<file path="src/rtl/reg_enc_pkg.sv">
// Shared constants, types and helpers for the register-mask encoder.
// REG_ENC_COUNT_EN (optional) enables the popcount helper's use in the top level.
package reg_enc_pkg;

    localparam int NUM_REGS = 16;
    localparam int ADDR_W   = 4;

    typedef enum logic {
        IDLE  = 1'b0,
        DRAIN = 1'b1
    } state_t;

    typedef logic [NUM_REGS-1:0] mask_t;

    function automatic logic [ADDR_W:0] popcount16(input mask_t m);
        logic [ADDR_W:0] n;
        n = '0;
        for (int i = 0; i < NUM_REGS; i++) begin
            n = n + {{ADDR_W{1'b0}}, m[i]};
        end
        return n;
    endfunction

endpackage

</file>
<file path="src/rtl/prio_enc16.sv">
// Lowest-set-bit encoder: inverse of the register bank's 4-to-16 decoder.
// Index reads 0 when no bit is set; any_o distinguishes that from bit 0.
module prio_enc16
    import reg_enc_pkg::*;
(
    input  logic [NUM_REGS-1:0] vec_i,
    output logic [ADDR_W-1:0]   idx_o,
    output logic                any_o
);

    // Scan downward so the lowest set bit is the last one written.
    always_comb begin
        idx_o = '0;
        for (int i = NUM_REGS - 1; i >= 0; i--) begin
            if (vec_i[i]) begin
                idx_o = ADDR_W'(i);
            end
        end
    end

    assign any_o = |vec_i;

endmodule

</file>
<file path="src/rtl/reg_mask_encoder.sv">
// Serializes a 16-bit register write mask into ascending 4-bit addresses.
// Define REG_ENC_COUNT_EN to add the count port (popcount of the captured mask).
module reg_mask_encoder
    import reg_enc_pkg::*;
(
    input  logic                clk,
    input  logic                reset,
    input  logic [NUM_REGS-1:0] req_mask,
    input  logic                req_valid,
    output logic                req_ready,
    output logic [ADDR_W-1:0]   dest,
    output logic                dest_valid,
    input  logic                dest_ready,
`ifdef REG_ENC_COUNT_EN
    output logic                done,
    output logic [ADDR_W:0]     count
`else
    output logic                done
`endif
);

    state_t            state_q;
    mask_t             pending_q;
    mask_t             pending_d;
    logic [ADDR_W-1:0] enc_idx;
    logic              enc_any;

    prio_enc16 u_prio_enc16 (
        .vec_i (pending_q),
        .idx_o (enc_idx),
        .any_o (enc_any)
    );

    // Handshake: a beat transfers when dest_valid && dest_ready at a rising edge.
    // dest/dest_valid depend only on registered state, never on dest_ready.
    assign req_ready  = (state_q == IDLE);
    assign dest_valid = (state_q == DRAIN) && enc_any;
    assign done       = (state_q == DRAIN) && !enc_any;
    assign dest       = dest_valid ? enc_idx : '0;

    always_comb begin
        pending_d = pending_q;
        if (dest_valid && dest_ready) begin
            pending_d = pending_q & ~(mask_t'(1) << enc_idx);
        end
    end

    always_ff @(posedge clk or posedge reset) begin
        if (reset) begin
            state_q   <= IDLE;
            pending_q <= '0;
        end else begin
            case (state_q)
                IDLE: begin
                    if (req_valid) begin
                        pending_q <= req_mask;
                        state_q   <= DRAIN;
                    end
                end
                DRAIN: begin
                    if (!enc_any) begin
                        state_q <= IDLE;
                    end else begin
                        pending_q <= pending_d;
                    end
                end
                default: state_q <= IDLE;
            endcase
        end
    end

`ifdef REG_ENC_COUNT_EN
    logic [ADDR_W:0] count_q;

    // Held until the next accept; only reset clears it.
    always_ff @(posedge clk or posedge reset) begin
        if (reset) begin
            count_q <= '0;
        end else if (state_q == IDLE && req_valid) begin
            count_q <= popcount16(req_mask);
        end
    end

    assign count = count_q;
`endif

endmodule

</file>
<file path="config.mk">
export PLATFORM = sky130hd
export DESIGN_NAME = reg_mask_encoder
export DESIGN_NICKNAME = d
export VERILOG_FILES = /design/src/rtl/reg_enc_pkg.sv /design/src/rtl/prio_enc16.sv /design/src/rtl/reg_mask_encoder.sv
export SDC_FILE = /design/constraint.sdc
export NUM_CORES = 1
export LEC_CHECK = 0
export ABC_AREA = 1
export CAP_MARGIN = 40
export CELL_PAD_IN_SITES_DETAIL_PLACEMENT = 0
export CELL_PAD_IN_SITES_GLOBAL_PLACEMENT = 1
export CORE_UTILIZATION = 35
export CTS_CLUSTER_SIZE = 8
export DETAILED_ROUTE_END_ITERATION = 8
export HOLD_SLACK_MARGIN = 0.15
export PLACE_DENSITY = 0.87
export SYNTH_ARGS = -nofsm -noshare
export SYNTH_HDL_FRONTEND = slang
export SYNTH_SLANG_ARGS = --single-unit
</file>
<file path="constraint.sdc">
create_clock -name clk -period 1.8 [get_ports clk]
set_input_delay 0.36 -clock clk [delete_from_list [all_inputs] [get_ports clk]]
set_output_delay 0.36 -clock clk [all_outputs]
set_load 0.005 [all_outputs]
</file>
* Word level (Yosys, flattened, before mapping)
Index checks and enable logic that the tools add are counted.
** Operators by class
- Eq/ne operators :: 3
- Shift-type cells :: 1
- Multiplexer cells :: 24
- Bitwise gates (word level) :: 3
- Reductions and logical operators :: 6
** Operators with widths (count)
- $mux 4 :: 17
- $mux 16 :: 3
- $pmux 16 s2 :: 1
- $and 16x16->16 :: 1
- $not 16->16 :: 1
- $reduce_or 16->1 :: 1
- $shl 1x4->16 const A :: 1
- $ne 2x1->1 const B :: 2
- $logic_and 1x1->1 :: 3
- $reduce_and 3->1 :: 1
- $mux 1 :: 2
- $ne 2x2->1 const B :: 1
- $pmux 1 s2 :: 1
- $logic_not 1->1 :: 1
- $not 1->1 :: 1
** Word-level totals
- Bits in registers :: 17
- Input bits :: 20
- Word-level logic and storage cells :: 39

* Longest topological paths before layout
- Depth in word-level cells :: 22
- Depth in mapped cells :: 19

* Cells and area by module
A second synthesis with hierarchy kept.
** Second synthesis, totals
- Cell total of the unflattened synthesis :: 178
- Area total of the unflattened synthesis :: 1118.6 um^2
** Modules (own cells, without submodules)
- reg_mask_encoder :: instances 1, cells an instance 129, area an instance 909.6 um^2
- prio_enc16 :: instances 1, cells an instance 49, area an instance 209.0 um^2

* Worst setup path after synthesis
No wires, ideal clock.
- Path kind :: register to output
- Start :: register pending_q[14]
- End :: output dest[0]
- Arrival :: 1.350 ns
- Data required time :: 1.440 ns
- Path slack :: 0.090 ns
- Cell stages (with the launch flop) :: 18
- Cell sequence :: dfrtp_1 > inv_1 > nand2_1 > nand2_1 > nand2_1 > nand2_1 > nand2_1 > nand2_1 > nand2_1 > nand2_1 > nand2_1 > nand2_1 > nand2_1 > nand2_1 > nand2_2 > nand2_1 > nand2_1 > nor2_1
** Between the ends
- Longest elaborated chain between the ends :: 16
- Elaborated cells between the ends (all ways) :: 18
- Those cells by class :: mux: 16; reduce/logical: 2
** Ends and longest elaborated chain
- start: declaration :: RTL line reg_mask_encoder.sv:23 : mask_t pending_q;
- start signal: assignment :: RTL line reg_mask_encoder.sv:56 : pending_q <= req_mask;
- start signal: assignment :: RTL line reg_mask_encoder.sv:64 : pending_q <= pending_d;
- $mux 4 (15 in series) :: RTL line prio_enc16.sv:15 : if (vec_i[i]) begin
- $mux 4 * :: RTL line reg_mask_encoder.sv:39 : assign dest = dest_valid ? enc_idx : '0;
- end: declaration :: RTL line reg_mask_encoder.sv:11 : output logic [ADDR_W-1:0] dest,
Mark *: on every way between the ends. The rest lies on a longest branch, timed or not.

* Worst setup path in the final report
Same ends and word-level chain as after synthesis.

==> reports/metrics.cfg <==
[run_status]
violations = negative setup slack
status = finished, violations left

[route]
routed_wl_mm = 4.38
drt-initial-drc-count = 67
wl_met3_um = 205
vias_per_cell = 5.13
highest_layer = met4
drc_errors = 0
wl_met1_mm = 1.87
wl_per_cell_um = 14.4
routed-wl-met2_mm = 2.28
ant_nets = 0
dr_total_vias = 1559
first_pass_iters = 4

[final_layout]
syn_to_final_growth_pct = 82.1
register_area_um2 = 427
antenna_cells = 0
drive_gt1_frac = 0.473
multi_input_area_um2 = 825
final_cell_mix = buf_4 (50), nand2_1 (29), inv_1 (20)
fin_util = 0.667
fillers = 282
fin_nets = 279
final_common_cell = buf_4

[power]
finalPower_mw = 1.92
powerDensity_nw_per_um2 = 861
ir_drop_v = 0.000670
p_leak_nw = 1.12

[synth]
synth.mux.area_fraction = 0
synth_fp_nets = 193
ys_seq_area_frac = 0.348
synth_fa_ha_area_frac = 0
netlist_area_um2 = 1220
synth-compound-area-share = 0.226
synth_xor_area_frac = 0
synth_top_family_by_area = simple AND/OR/NAND/NOR gates
syn_avg_cell_area_um2 = 7.07
ys_seq_elements = 17
synth_cell_type_count = 24
synthSimpleGateAreaFrac = 0.307
synth_warnings = 0
synth_cells = 173

[sta]
tns_ns = -7.64
maxSlewHeadroom = 0.779
finalCriticalPeriod_ns = 2.24
timing.fmax_mhz = 446
rsz0062_at_grt = true
clock_skew_ns = 0.00712
setup_viol = 22
setup_ws_ns = -0.444
maxSlewViolCount = 0
worst_pin_slew_ns = 0.329
timing.hold.ws_ns = 0.358
post-route-period-util = 1.25
hold_violations = 0

[grt]
grt-ovfl-total = 0
globalRouteTotalUtil = 0.239
grt_pass1_wl_mm = 6.64
grt_pass1_vias = 1460
grt_max_degree = 18
antenna_found_initial = 0

[critical_path]
path_class = reg2out
timing.rr.end = pending_q[11]
path_cells = buf_4 > buf_6 > or2_4 > nor3_4 > nand2_4 > nor2_4 > nor2_4 > inv_2 > nor2_1 > buf_2
endpoint_kind = output port
cp.arrival_ns = 1.88
crit_cells = 10
max_stage_delay_ns = 0.41
cp_slowest_cell = dfrtp_1
worst_path_most_repeated_cell = nor2_4
r2r_cells = 13
worstSetupStartpointType = flop
path_max_fanout = 4
r2r-start = pending_q[14]
rrSetupSlack_ns = -0.38
cp_top_family = simple AND/OR/NAND/NOR gates
required_ns = 1.44
critPathBufInv = 4

[clock_network]
htreeDepth = 1
cts-root-buf = clkbuf_4
cts_tree = done
clkSinkCount = 17
clock_latency_ns = 0.30
cts_hold_buf = 0
cts_buffer_depth = 2
clkTransAtPathRegs_ns = 0.12
cts_buffers = 3

[floorplanning]
num_io_pins = 27
num_rows = 21
die_h_um = 61.1
die_w_um = 61.1
start_util = 0.366
die-area_um2 = 3730
coreArea_um2 = 3340

[flow_run]
maxCapViolCount = 0

[place]
place_hpwl_mm = 2.67
dp_slack_ns = -0.405
port_buffers = 26
place_congestion = 0.877

[hold_path]
min_path_type = in2async

==> worst max path at each step <==
stage / startpoint / endpoint / slack, ns
global route: pending_q[14] / dest[0] / -0.52
finish: pending_q[14] / dest[0] / -0.44
global placement: pending_q[14] / dest[0] / -0.39
detailed placement: pending_q[14] / dest[0] / -0.41
floorplan: pending_q[14] / dest[0] / 0.09
CTS: pending_q[14] / dest[1] / -0.35
==> worst reg2reg max path, delay by kind of cell, from the launching register on <==
kind / cells / cell delay, ns
AO/OA/AOI/OAI: 3 / 0.36
buffers and inverters: 5 / 0.64
flip-flops: 1 / 0.41
AND/OR/NAND/NOR: 5 / 0.69
==> cells by family (layout without fill, tap and decap cells) <==
family / Yosys count / after routing
simple gates: 80 / 80
compound gates: 42 / 42
buf+inv: 34 / 119
flops: 17 / 17
==> routing by layer <==
layer,GRT usage,vias up
met1,0.323,767
met5,0,-
met3,0.0357,4
met2,0.408,43
met4,0.0422,0
li1,-,745
==> state kept, by name (all words and copies together), names as in the netlist <==
signal / flops
pending_q: 16
state_q: 1
==> per-stage QoR <==
step / cell area (µm²) / instances
floorplan: 1220 / 173
global placement: 1810 / 278
detailed placement: 1810 / 278
CTS: 2130 / 300
global route: 2230 / 304
finish: 2230 / 304
==> report_power, final <==
group | internal, mW | switching (mW)
logic | 0.587 | 0.557
clock network | 0.0865 | 0.140
registers | 0.475 | 0.0703
==> synthesized netlist by cell type <==
cell	count	area (µm²)
buf_6	2	22.5
a21oi_1	23	115
or2_1	1	6.26
nor3_2	2	20.0
nor3_1	1	5.00
a21oi_2	1	8.76
nand2_1	35	131
nor4_2	1	12.5
nor2_1	14	52.6
inv_1	24	90.1
nand4_1	11	68.8
nor2_2	2	12.5
nand2_2	1	6.26
nand3_1	12	60.1
inv_2	4	15.0
a21boi_4	1	18.8
a22oi_1	5	37.5
a31oi_1	1	6.26
a22oi_2	2	25.0
o21bai_1	8	60.1
buf_2	2	10.0
dfrtp_1	17	425
clkbuf_1	2	7.51
o21ai_0	1	5.00
==> area by class of cell <==
class | count | share of cell area
flip-flops and latches | 17 | 0.192
inverters | 28 | 0.0534
multi-input cells | 122 | 0.370
clock buffers | 4 | 0.0118
repair buffers | 87 | 0.347
well taps | 46 | 0.0259
==> timing repair <==
item | CTS | global route
resized for setup | 68 | 23
setup endpoints to repair | 23 | 23
pin swaps | 23 | 16
cloned | 1 | 0
buffers inserted | 19 | 6
(Power assumes the default switching activity.)
